===== src/rtl/game_sequencer.sv =====
// Purpose : game-flow controller for the VGA runner. It runs the countdown, the logo slide-out and the player
//           slide-in, then play with lane stepping, score, lives and game-over. GAME_SEQ_ATTRACT_LOOP_EN enables the OVER hold and automatic restart.
// Latency : every output is registered and updates on the clk edge that samples frame_tick (or rst).
// Backpr. : none; hit pulses are latched in sticky pending flags until the next frame_tick consumes them.
module game_sequencer #(
    parameter int OFS_W      = 12,
    parameter int LANES      = 3,
    parameter int LANE_PITCH = 100,
    parameter int COUNTDOWN  = 5,
    parameter int LOGO_END   = 640,
    parameter int LOGO_STEP  = 30,
    parameter int HEAD_START = 180,
    parameter int HEAD_END   = 50,
    parameter int HEAD_STEP  = 20,
    parameter int LIVES      = 3,
    parameter int SCORE_W    = 16,
    parameter int COIN_VALUE = 1,
    parameter int OVER_HOLD  = 120
) (
    input  logic                         clk,
    input  logic                         rst,
    input  logic                         frame_tick,
    input  logic                         btn_left,
    input  logic                         btn_right,
    input  logic                         coin_hit,
    input  logic                         hazard_hit,
    output logic [2:0]                   state_o,
    output logic [OFS_W-1:0]             logo_voffset,
    output logic [OFS_W-1:0]             head_voffset,
    output logic [OFS_W-1:0]             head_hoffset,
    output logic [$clog2(LANES)-1:0]     lane_idx,
    output logic                         spawn_en,
    output logic [SCORE_W-1:0]           score,
    output logic [$clog2(LIVES+1)-1:0]   lives,
    output logic                         game_over
);

    localparam int LANE_W = $clog2(LANES);
    localparam int LIV_W  = $clog2(LIVES + 1);
    localparam int CNT_W  = (COUNTDOWN > 0) ? $clog2(COUNTDOWN + 1) : 1;

    localparam logic [LANE_W-1:0]  LANE_MID   = LANE_W'((LANES - 1) / 2);
    localparam logic [LANE_W-1:0]  LANE_MAX   = LANE_W'(LANES - 1);
    localparam logic [CNT_W-1:0]   CNT_INIT   = CNT_W'(COUNTDOWN);
    localparam logic [LIV_W-1:0]   LIV_INIT   = LIV_W'(LIVES);
    localparam logic [OFS_W-1:0]   LOGO_END_V = OFS_W'(LOGO_END);
    localparam logic [OFS_W-1:0]   LOGO_STP_V = OFS_W'(LOGO_STEP);
    localparam logic [OFS_W-1:0]   HEAD_INI_V = OFS_W'(HEAD_START);
    localparam logic [OFS_W-1:0]   HEAD_END_V = OFS_W'(HEAD_END);
    localparam logic [OFS_W-1:0]   HEAD_STP_V = OFS_W'(HEAD_STEP);
    localparam logic [OFS_W-1:0]   PITCH_V    = OFS_W'(LANE_PITCH);
    localparam logic [SCORE_W:0]   COIN_V     = (SCORE_W + 1)'(COIN_VALUE);
    localparam logic [SCORE_W:0]   SCORE_MAX  = {1'b0, {SCORE_W{1'b1}}};

    typedef enum logic [2:0] {
        ST_COUNT = 3'd0,
        ST_LOGO  = 3'd1,
        ST_HEAD  = 3'd2,
        ST_PLAY  = 3'd3,
        ST_OVER  = 3'd4
    } state_t;

    state_t              r_state;
    logic [CNT_W-1:0]    r_cnt;
    logic [OFS_W-1:0]    r_logo;
    logic [OFS_W-1:0]    r_head;
    logic [OFS_W-1:0]    r_hoff;
    logic [LANE_W-1:0]   r_lane;
    logic [SCORE_W-1:0]  r_score;
    logic [LIV_W-1:0]    r_lives;
    logic                r_spawn;
    logic                r_over;
    logic                r_coin_pend;
    logic                r_haz_pend;
    logic                r_bl_prev;
    logic                r_br_prev;

    state_t              w_nxt_state;
    logic [CNT_W-1:0]    w_nxt_cnt;
    logic [OFS_W-1:0]    w_nxt_logo;
    logic [OFS_W-1:0]    w_nxt_head;
    logic [OFS_W-1:0]    w_nxt_hoff;
    logic [LANE_W-1:0]   w_nxt_lane;
    logic [SCORE_W-1:0]  w_nxt_score;
    logic [LIV_W-1:0]    w_nxt_lives;
    logic                w_nxt_spawn;
    logic                w_nxt_over;
    logic                w_nxt_coin_pend;
    logic                w_nxt_haz_pend;
    logic                w_nxt_bl_prev;
    logic                w_nxt_br_prev;
    logic                w_load_init;

    // Hits arriving on the tick cycle itself belong to that tick.
    logic                w_coin_evt;
    logic                w_haz_evt;
    logic                w_rise_l;
    logic                w_rise_r;
    logic [SCORE_W:0]    w_score_sum;
    logic [OFS_W-1:0]    w_lane_ext;

    assign w_coin_evt  = r_coin_pend | coin_hit;
    assign w_haz_evt   = r_haz_pend | hazard_hit;
    assign w_rise_l    = btn_left & ~r_bl_prev;
    assign w_rise_r    = btn_right & ~r_br_prev;
    assign w_score_sum = {1'b0, r_score} + COIN_V;
    assign w_lane_ext  = OFS_W'(w_nxt_lane);

`ifdef GAME_SEQ_ATTRACT_LOOP_EN
    localparam int HOLD_W = (OVER_HOLD > 1) ? $clog2(OVER_HOLD) : 1;
    localparam logic [HOLD_W-1:0] HOLD_LAST = HOLD_W'(OVER_HOLD - 1);
    logic [HOLD_W-1:0]   r_hold;
    logic [HOLD_W-1:0]   w_nxt_hold;
`else
    // OVER is terminal in this build, so the hold length has no hardware behind it.
    logic                w_unused_hold;
    assign w_unused_hold = (OVER_HOLD != 0);
`endif

    // Next-state and next-output decode; everything holds unless frame_tick is high.
    always_comb begin
        w_nxt_state     = r_state;
        w_nxt_cnt       = r_cnt;
        w_nxt_logo      = r_logo;
        w_nxt_head      = r_head;
        w_nxt_lane      = r_lane;
        w_nxt_score     = r_score;
        w_nxt_lives     = r_lives;
        w_nxt_coin_pend = w_coin_evt;
        w_nxt_haz_pend  = w_haz_evt;
        w_nxt_bl_prev   = r_bl_prev;
        w_nxt_br_prev   = r_br_prev;
        w_load_init     = 1'b0;
        w_nxt_hoff      = r_hoff;
        w_nxt_spawn     = r_spawn;
        w_nxt_over      = r_over;
`ifdef GAME_SEQ_ATTRACT_LOOP_EN
        w_nxt_hold      = (r_state == ST_OVER) ? r_hold : '0;
`endif
        if (frame_tick) begin
            // Each tick consumes the pending hits; outside PLAY they are simply dropped.
            w_nxt_coin_pend = 1'b0;
            w_nxt_haz_pend  = 1'b0;
            w_nxt_bl_prev   = btn_left;
            w_nxt_br_prev   = btn_right;
            case (r_state)
                ST_COUNT: begin
                    if (r_cnt != '0) begin
                        w_nxt_cnt = r_cnt - CNT_W'(1);
                    end else begin
                        w_nxt_state = ST_LOGO;
                    end
                end
                ST_LOGO: begin
                    if ($signed(r_logo) < $signed(LOGO_END_V)) begin
                        w_nxt_logo = r_logo + LOGO_STP_V;
                    end else begin
                        w_nxt_state = ST_HEAD;
                    end
                end
                ST_HEAD: begin
                    if ($signed(r_head) > $signed(HEAD_END_V)) begin
                        w_nxt_head = r_head - HEAD_STP_V;
                    end else begin
                        w_nxt_state = ST_PLAY;
                    end
                end
                ST_PLAY: begin
                    // Simultaneous edges cancel; moves clamp at the outer lanes.
                    if (w_rise_l && !w_rise_r) begin
                        if (r_lane != '0) begin
                            w_nxt_lane = r_lane - LANE_W'(1);
                        end
                    end else if (w_rise_r && !w_rise_l) begin
                        if (r_lane != LANE_MAX) begin
                            w_nxt_lane = r_lane + LANE_W'(1);
                        end
                    end
                    if (w_coin_evt) begin
                        w_nxt_score = (w_score_sum > SCORE_MAX) ? {SCORE_W{1'b1}}
                                                                : w_score_sum[SCORE_W-1:0];
                    end
                    if (w_haz_evt && (r_lives != '0)) begin
                        w_nxt_lives = r_lives - LIV_W'(1);
                        if (r_lives == LIV_W'(1)) begin
                            w_nxt_state = ST_OVER;
                        end
                    end
                end
                ST_OVER: begin
`ifdef GAME_SEQ_ATTRACT_LOOP_EN
                    if (r_hold == HOLD_LAST) begin
                        w_load_init = 1'b1;
                    end else begin
                        w_nxt_hold = r_hold + HOLD_W'(1);
                    end
`endif
                end
                default: begin
                    // Corrupted encoding: recover through a full reload.
                    w_load_init = 1'b1;
                end
            endcase
        end
        if (w_load_init) begin
            w_nxt_state     = ST_COUNT;
            w_nxt_cnt       = CNT_INIT;
            w_nxt_logo      = '0;
            w_nxt_head      = HEAD_INI_V;
            w_nxt_lane      = LANE_MID;
            w_nxt_score     = '0;
            w_nxt_lives     = LIV_INIT;
            w_nxt_coin_pend = 1'b0;
            w_nxt_haz_pend  = 1'b0;
            w_nxt_bl_prev   = 1'b0;
            w_nxt_br_prev   = 1'b0;
        end
        // hoffset is derived from the next lane so that both registers move on the same edge.
        w_nxt_hoff  = (w_lane_ext - OFS_W'(LANE_MID)) * PITCH_V;
        w_nxt_spawn = (w_nxt_state == ST_PLAY);
        w_nxt_over  = (w_nxt_state == ST_OVER);
    end

    // State and output registers with synchronous reset taking priority over frame_tick.
    always_ff @(posedge clk) begin
        if (rst) begin
            r_state     <= ST_COUNT;
            r_cnt       <= CNT_INIT;
            r_logo      <= '0;
            r_head      <= HEAD_INI_V;
            r_hoff      <= '0;
            r_lane      <= LANE_MID;
            r_score     <= '0;
            r_lives     <= LIV_INIT;
            r_spawn     <= 1'b0;
            r_over      <= 1'b0;
            r_coin_pend <= 1'b0;
            r_haz_pend  <= 1'b0;
            r_bl_prev   <= 1'b0;
            r_br_prev   <= 1'b0;
`ifdef GAME_SEQ_ATTRACT_LOOP_EN
            r_hold      <= '0;
`endif
        end else begin
            r_state     <= w_nxt_state;
            r_cnt       <= w_nxt_cnt;
            r_logo      <= w_nxt_logo;
            r_head      <= w_nxt_head;
            r_hoff      <= w_nxt_hoff;
            r_lane      <= w_nxt_lane;
            r_score     <= w_nxt_score;
            r_lives     <= w_nxt_lives;
            r_spawn     <= w_nxt_spawn;
            r_over      <= w_nxt_over;
            r_coin_pend <= w_nxt_coin_pend;
            r_haz_pend  <= w_nxt_haz_pend;
            r_bl_prev   <= w_nxt_bl_prev;
            r_br_prev   <= w_nxt_br_prev;
`ifdef GAME_SEQ_ATTRACT_LOOP_EN
            r_hold      <= w_nxt_hold;
`endif
        end
    end

    assign state_o      = r_state;
    assign logo_voffset = r_logo;
    assign head_voffset = r_head;
    assign head_hoffset = r_hoff;
    assign lane_idx     = r_lane;
    assign spawn_en     = r_spawn;
    assign score        = r_score;
    assign lives        = r_lives;
    assign game_over    = r_over;

endmodule


===== config.mk =====
export PLATFORM = sky130hd
export DESIGN_NAME = game_sequencer
export DESIGN_NICKNAME = d
export VERILOG_FILES = /design/src/rtl/game_sequencer.sv
export SDC_FILE = /design/constraint.sdc
export NUM_CORES = 1
export LEC_CHECK = 0
export CAP_MARGIN = 15
export CORE_ASPECT_RATIO = 1.25
export CORE_MARGIN = 2
export CORE_UTILIZATION = 30
export CTS_BUF_LIST = sky130_fd_sc_hd__clkbuf_4 sky130_fd_sc_hd__clkbuf_8 sky130_fd_sc_hd__clkbuf_16
export DETAILED_ROUTE_END_ITERATION = 10
export GPL_TIMING_DRIVEN = 0
export PLACE_DENSITY = 0.5
export SLEW_MARGIN = 20
export SYNTH_ARGS = -nofsm -noshare
export SYNTH_HDL_FRONTEND = slang
export SYNTH_SLANG_ARGS = --single-unit

===== constraint.sdc =====
create_clock -name clk -period 3.4 [get_ports clk]
set_input_delay 0.68 -clock clk [delete_from_list [all_inputs] [get_ports clk]]
set_output_delay 0.68 -clock clk [all_outputs]
set_load 0.03 [all_outputs]

==> results of run 1 <==
## final cells by class
| class | instances | area [sq um] | area share |
|---|---|---|---|
| flip-flops and latches | 58 | 1160 | 0.298 |
| plain buffers | 24 | 140 | 0.0359 |
| repair buffers | 62 | 621 | 0.159 |
| clock buffers | 12 | 260 | 0.0667 |
| well taps | 123 | 154 | 0.0394 |
| inverters | 18 | 67.6 | 0.0173 |
| multi-input cells | 226 | 1480 | 0.380 |
| clock inverters | 3 | 15.0 | 0.00385 |
## Yosys cell counts, drive strengths merged (4+ instances only)
master	instances
dfxtp	58
nor2	38
buf	18
inv	18
nand2	15
o21ai	14
and3	13
ha	13
nor3	13
a21oi	12
nand3	12
xnor2	11
a31oi	7
nor2b	7
a211oi	6
and2	6
clkbuf	6
and4	5
xor2	5
nor3b	4
o211a	4
## where the power goes
group / internal [uW] / switching, uW
Clock: 532 / 301
Combinational: 27.0 / 39.2
Sequential: 688 / 4.40
## worst max-delay path, stage by stage
cell             delay, ns
clkdlybuf4s50_1       0.50
buf_2                 0.23
nand4b_1              0.28
a21oi_1               0.21
a21oi_1               0.10
or2_2                 0.29
ha_1                  0.17
nor2b_1               0.12
## flip-flops by register name (all words and copies together), names as in the netlist, 2 cells and up
signal / flops
state_o: 3
lane_idx: 2
r_cnt: 3
head_voffset: 10
head_hoffset: 5
score: 16
lives: 2
logo_voffset: 11
## metrics by stage
| stage | setup WS [ns] | utilization | instance area [sq um] | total power, uW |
|---|---|---|---|---|
| final | 1.02 | 0.425 | 3900 | 1590 |
| after global routing | 0.827 | 0.425 | 3900 | 1660 |
| after CTS | 0.969 | 0.425 | 3900 | 1610 |
| after detailed placement | 0.650 | 0.395 | 3630 | 774 |
| after global placement | 0.647 | 0.395 | 3630 | 773 |
| after floorplan | 1.45 | - | 2850 | 753 |
## layout by cell type, fill, tap and decap left out, types with 4 or more instances in the layout
| cell | count |
|---|---|
| a21oi_1 | 11 |
| conb_1 | 5 |
| nand3_1 | 12 |
| a31oi_1 | 7 |
| clkbuf_16 | 9 |
| o21ai_0 | 14 |
| ha_1 | 13 |
| and2_1 | 6 |
| o211a_1 | 4 |
| clkdlybuf4s50_1 | 62 |
| xnor2_1 | 11 |
| clkbuf_1 | 6 |
| a211oi_1 | 6 |
| nand2_1 | 15 |
| and4_1 | 4 |
| buf_4 | 11 |
| nor3b_1 | 4 |
| nor3_1 | 12 |
| xor2_1 | 5 |
| inv_1 | 18 |
| nor2_1 | 38 |
| and3_1 | 10 |
| dfxtp_1 | 58 |
| nor2b_1 | 7 |
| buf_2 | 7 |
## metal layers
metal,track usage,up-vias,share of wire
met4,0.0606,0,0.019
met5,0,-,0
li1,-,1264,-
met3,0.0379,11,0.054
met1,0.172,1155,0.46
met2,0.220,56,0.47
## logic make-up (layout without fill, tap and decap cells)
logic type / after synthesis / count (layout) / share of synthesized area
compound gates: 54 / 54 / 0.131
xor+xnor: 16 / 16 / 0.0494
fa+ha+maj: 13 / 13 / 0.0573
buf+inv: 42 / 119 / 0.0732
flops: 58 / 58 / 0.409
mux: 3 / 3 / 0.0106
other cells: 1 / 5 / 0.00132
simple gates: 135 / 135 / 0.268
## final timing paths
kind / to / slack [ns] / cells past startpoint
max: head_hoffset[9] / 1.02 / 8
max reg2reg: head_hoffset[7] / 1.50 / 7
min: logo_voffset[11] / 0.47 / 1
min reg2reg: logo_voffset[11] / 0.47 / 1
==> metrics.md, run 1 <==
| Metric | Value |
|---|---|
| RD Place Congestion | about 0.77 |
| Critical-path maximum fanout | 10 |
| Crit start category | primary input |
| Async SR Flop Fraction | 0 |
| Clock sink total | 58 |
| CTS H-Tree Depth | 3 |
| Core Rows | 39 |
| Global-route wire length before repair | 11400 microns |
| Setup Skew | 0.00579 ns |
| DRT iter0 DRCs | 43 |
| Status | completed |
| Die height | roughly 110 microns |
| Normalized max-slew margin | 0.605 |
| Fill count | 983 |
| Tmin final | 2.38 ns |
| Mean number of vias per cell | 4.73 |
| Pwr dens | 408 mW/mm^2 |
| Remaining antenna violation count after routing | 0 |
| GRT Overall Usage | 0.137 |
| Routed WL | 6670 microns |
| Worst flop-to-flop path startpoint | state_o[1] |
| Worst Path Arrival | about 2.6 ns |
| Post_cts resized | 0 |
| Post-Syn Area | around 0.0028 sq mm |
| Final #Nets | 419 |
| Distinct cells, synth | 51 |
| I/O pins | roughly 70 |
| Die Wd | 91.0 microns |
| P&R area growth vs syn | 37.5% |
| Pin count of the biggest net entering global routing | 11 |
| Worst Setup Path Type | in2reg |
| Max-cap viol count | 0 |
| Yosys top cell area share | 0.409 |
| #FFs+latches synth | 58 |
| CTS Buf Count | 9 |
| HPWL after detailed placement | 4920 microns |
| Worst hold path type | reg2reg |
| Highest Clock Rate | ~0.42 GHz |
| Cell taking the most area after synthesis | dfxtp_1 |
| Fin cells | 526 |
| Placed Cells | ~510 |
| Yosys warnings | 0 |
| Count of input and output buffers | 62 |
| Final hold vios | 0 |
| DR vias | 2486 |
| Layout cells sized above 1 | 0.114 |
| Setup_tns | 0 ns |
| Sequential area share after synthesis | 0.409 |
| Critical Path RT | 3.60 ns |
| Root buf cell | clkbuf_16 |
| RSZ-0062 raised after global routing | false |
| Endpoints failing setup | 0 |
| Number of hold buffers added after cts | 0 |
| Fin crit share | 0.701 |
| CTS tree | done |
| Ranking of synthesized cells by area | dfxtp_1, ha_1, nor2_1 |
| Worst-Margin Slew | roughly 0.59 ns |
| EDFF count, synth | 0 |
| Mean Syn Cell Area | 8.81 sq um |
| Antenna violations before repair | 0 |
| Die footprint | roughly 0.010 sq mm |
| Hold wc startpoint | logo_voffset[11] |
| Number of global-route vias before repair | 2403 |
| Min Hold Slack | between 0.4 and 0.5 ns |
| P_leak | 0.00157 uW |
| # DRC | 0 |
| Mapped Cells | 322 |
| CTS Buffer Depth | 2 |
| ANT cells | 0 |
| Endpoint class of the critical path | flop |
| Starting Density | 0.309 |
| Postcts setup bufs | 0 |
| Drt first pass iters | 4 |
| Max Slew Vio Count | 0 |
| Clk slew on worst S/H paths | roughly 0.05 ns |
| CP startpoint | frame_tick |
| Ys flop type | dfxtp_1 |
| Core area | a little over 0.009 sq mm |
| Grt total ovfl | 0 |
| Max IR drop VDD | 0.222 mV |
| Clk Latency, worst-skew pair | around 0.32 ns |
| Wire per inst | about 13 microns |
(Power assumes the default switching activity.)
==> run 2, diff against run 1 <==
==> constraint.sdc (replaced) <==
create_clock -name clk -period 2.3 [get_ports clk]
set_input_delay 0.46 -clock clk [delete_from_list [all_inputs] [get_ports clk]]
set_output_delay 0.46 -clock clk [all_outputs]
set_load 0.03 [all_outputs]
==> run 2 against run 1 <==
Effect of this change:
- sequential cell count is the same
- critical path depth unchanged
- cell area increased by 0.26%
- count of clock-buffer cells in the layout did not move
- non-clock buffer count up 1
- register-to-register slack got worse by 1.1 ns
- utilization up 0.11 points
- worst hold slack about the same
- sequential power rose by 47%
- final cell count up 0.19%
- critical endpoint is now score[5]
==> metrics.md, run 2 (synthesis results as in run 1) <==
| Metric | Value |
|---|---|
| DRT iter0 DRCs | 39 (-9.3%) |
| Routed met1 length | 3080 microns (+0.82%) |
| Util after Layout | 0.426 (+0.00109) |
| HPWL after detailed placement | 4920 microns (unchanged) |
| Hold Crit Depth | 1 (unchanged) |
| Met3 wire length | 341 microns (-5.0%) |
| Count of input and output buffers | 62 (unchanged) |
| Most frequent cells in the layout | clkdlybuf4s50_1, dfxtp_1, nor2_1 |
| Worst hold path type | reg2reg |
| I/O pins | 68 (unchanged) |
| Highest routed layer | met4 |
| Worst-Margin Slew | 0.587 ns (unchanged) |
| Min-Delay Endpoint | logo_voffset[11] |
| Clk Latency, worst-skew pair | 0.32 ns (about the same) |
| Endpoint class of the critical path | flop |
| Max-cap viol count | 0 (unchanged) |
| Pwr Total | 2350 uW (+48%) |
| Worst Path Arrival | 2.34 ns (-0.24 ns) |
| Die footprint | 0.0103 sq mm (unchanged) |
| Drt first pass iters | 4 (unchanged) |
| Routed WL | 6670 microns (about the same) |
| Starting Density | 0.309 (unchanged) |
| Setup slack, reg-to-reg | 0.42 ns (-1.08 ns) |
| GRT Overall Usage | 0.137 (unchanged) |
| Cell depth of the worst flop-to-flop path | 7 (unchanged) |
| Max IR drop VDD | 0.329 mV (+48%) |
| Status | completed |
| CTS H-Tree Depth | 3 (unchanged) |
| Critical-path maximum fanout | 10 (unchanged) |
| Pwr dens | 602 mW/mm^2 (+47%) |
| P&R area growth vs syn | 37.9% |
| ANT cells | 0 (unchanged) |
| DR vias | 2485 (-0.040%) |
| # DRC | 0 (unchanged) |
| Commonest non-fill, non-tap cell in the layout | clkdlybuf4s50_1 |
| Worst flop-to-flop path startpoint | head_voffset[2] |
| Met2 WL | 3120 microns (-0.29%) |
| R2R Path End | head_voffset[7] |
| Highest Clock Rate | 0.469 GHz |
| RD Place Congestion | 0.765 (unchanged) |
| Max Slew Vio Count | 0 (unchanged) |
| Antenna violations before repair | 0 (unchanged) |
| Fin crit share | 0.927 |
| Clk slew on worst S/H paths | 0.05 ns (about the same) |
| P_leak | 0.00158 uW (+0.26%) |
| Max reg flops | 16 (unchanged) |
| Wire per inst | 12.7 microns (-0.20%) |
| Pin count of the biggest net entering global routing | 11 (unchanged) |
| Mean number of vias per cell | 4.72 (-0.23%) |
| Crit start category | primary input |
| Hold wc startpoint | logo_voffset[11] |
| Tmin final | roughly 2.1 ns |
| Remaining antenna violation count after routing | 0 (unchanged) |
| Final #Nets | 420 (+0.24%) |
| Worst Setup Path Type | in2reg |
| Layout cells sized above 1 | 0.119 (+0.00467) |
| Setup Skew | 0.00560 ns (-0.000184 ns) |
| Grt total ovfl | 0 (unchanged) |
| Core Rows | 39 (unchanged) |
| Final hold vios | 0 (unchanged) |
| Root buf cell | clkbuf_16 |
| Core area | 0.00917 sq mm (unchanged) |
| Fill count | 983 (unchanged) |
| RSZ-0062 raised after global routing | false |
| Clock sink total | 58 (unchanged) |
| Die Wd | 91.0 microns (unchanged) |
| CTS Buffer Depth | 2 (unchanged) |
| Setup_tns | 0 ns (unchanged) |
| Die height | 113 microns (unchanged) |
| Endpoints failing setup | 0 (unchanged) |
| Normalized max-slew margin | 0.605 (unchanged) |
| Critical Path RT | 2.51 ns (-1.09 ns) |
| CTS Buf Count | 9 (unchanged) |
| CTS tree | done |
| Global-route wire length before repair | 11400 microns (unchanged) |
| Number of global-route vias before repair | 2403 (unchanged) |
==> run 2: cell count changes in the layout (fill, tap and decap cells not counted) <==
cell	previous run	this run
nor2_1	38	37
nor2_2	0	1
buf_4	11	12
==> run 2: timing repair <==
| item | CTS | global route |
|---|---|---|
| setup buffers | 0 | 1 |
| gates resized for setup | 0 | 1 |
| hold buffers | 0 | 0 |
| endpoints found under the setup margin | 0 | 12 |
==> run 2: stage by stage <==
stage	hold slack (ns)	setup WS, ns	area (sq um)	std cells
6_report	0.472	0.167	3910	527
4_1_cts	0.471	0.0892	3900	526
2_1_floorplan	0.465	0.375	2850	326
5_1_grt	0.478	0.0175	3910	527
3_3_place_gp	0.462	-0.233	3630	511
3_5_place_dp	0.455	-0.230	3630	511
==> run 2: per-layer routing <==
layer,vias to the layer above,track usage
li1,1266,-
met1,1156,0.172
met4,0,0.0606
met3,11,0.0379
met5,-,0
met2,52,0.220
==> run 2: worst max path at each step <==
stage                    startpoint  slack (ns)               to
CTS                      frame_tick        0.09  head_voffset[3]
global route             frame_tick        0.02         score[5]
finish                   frame_tick        0.17         score[5]
floorplan           head_voffset[2]        0.37  head_voffset[7]
detailed placement       frame_tick       -0.23  head_hoffset[9]
global placement         frame_tick       -0.23  head_voffset[3]
==> run 2: cell type report <==
type | instances | area, sq um | area share
Multi-Input combinational cell | 226 | 1490 | 0.380
Buffer | 24 | 140 | 0.0358
Clock buffer | 12 | 260 | 0.0665
Tap cell | 123 | 154 | 0.0393
Inverter | 18 | 67.6 | 0.0173
Sequential cell | 58 | 1160 | 0.297
Timing Repair Buffer | 63 | 628 | 0.161
Clock inverter | 3 | 15.0 | 0.00384
==> run 2: worst max-delay path, stage by stage <==
cell	delay [ns]
clkdlybuf4s50_1	0.50
buf_2	0.24
nand4b_1	0.21
buf_4	0.21
nor2_1	0.22
buf_2	0.25
and4_1	0.20
nor3_1	0.05
==> run 2: report_power, final <==
| group | internal, uW | switching, uW |
|---|---|---|
| logic | 39.9 | 58.1 |
| clock network | 786 | 446 |
| registers | 1020 | 6.56 |
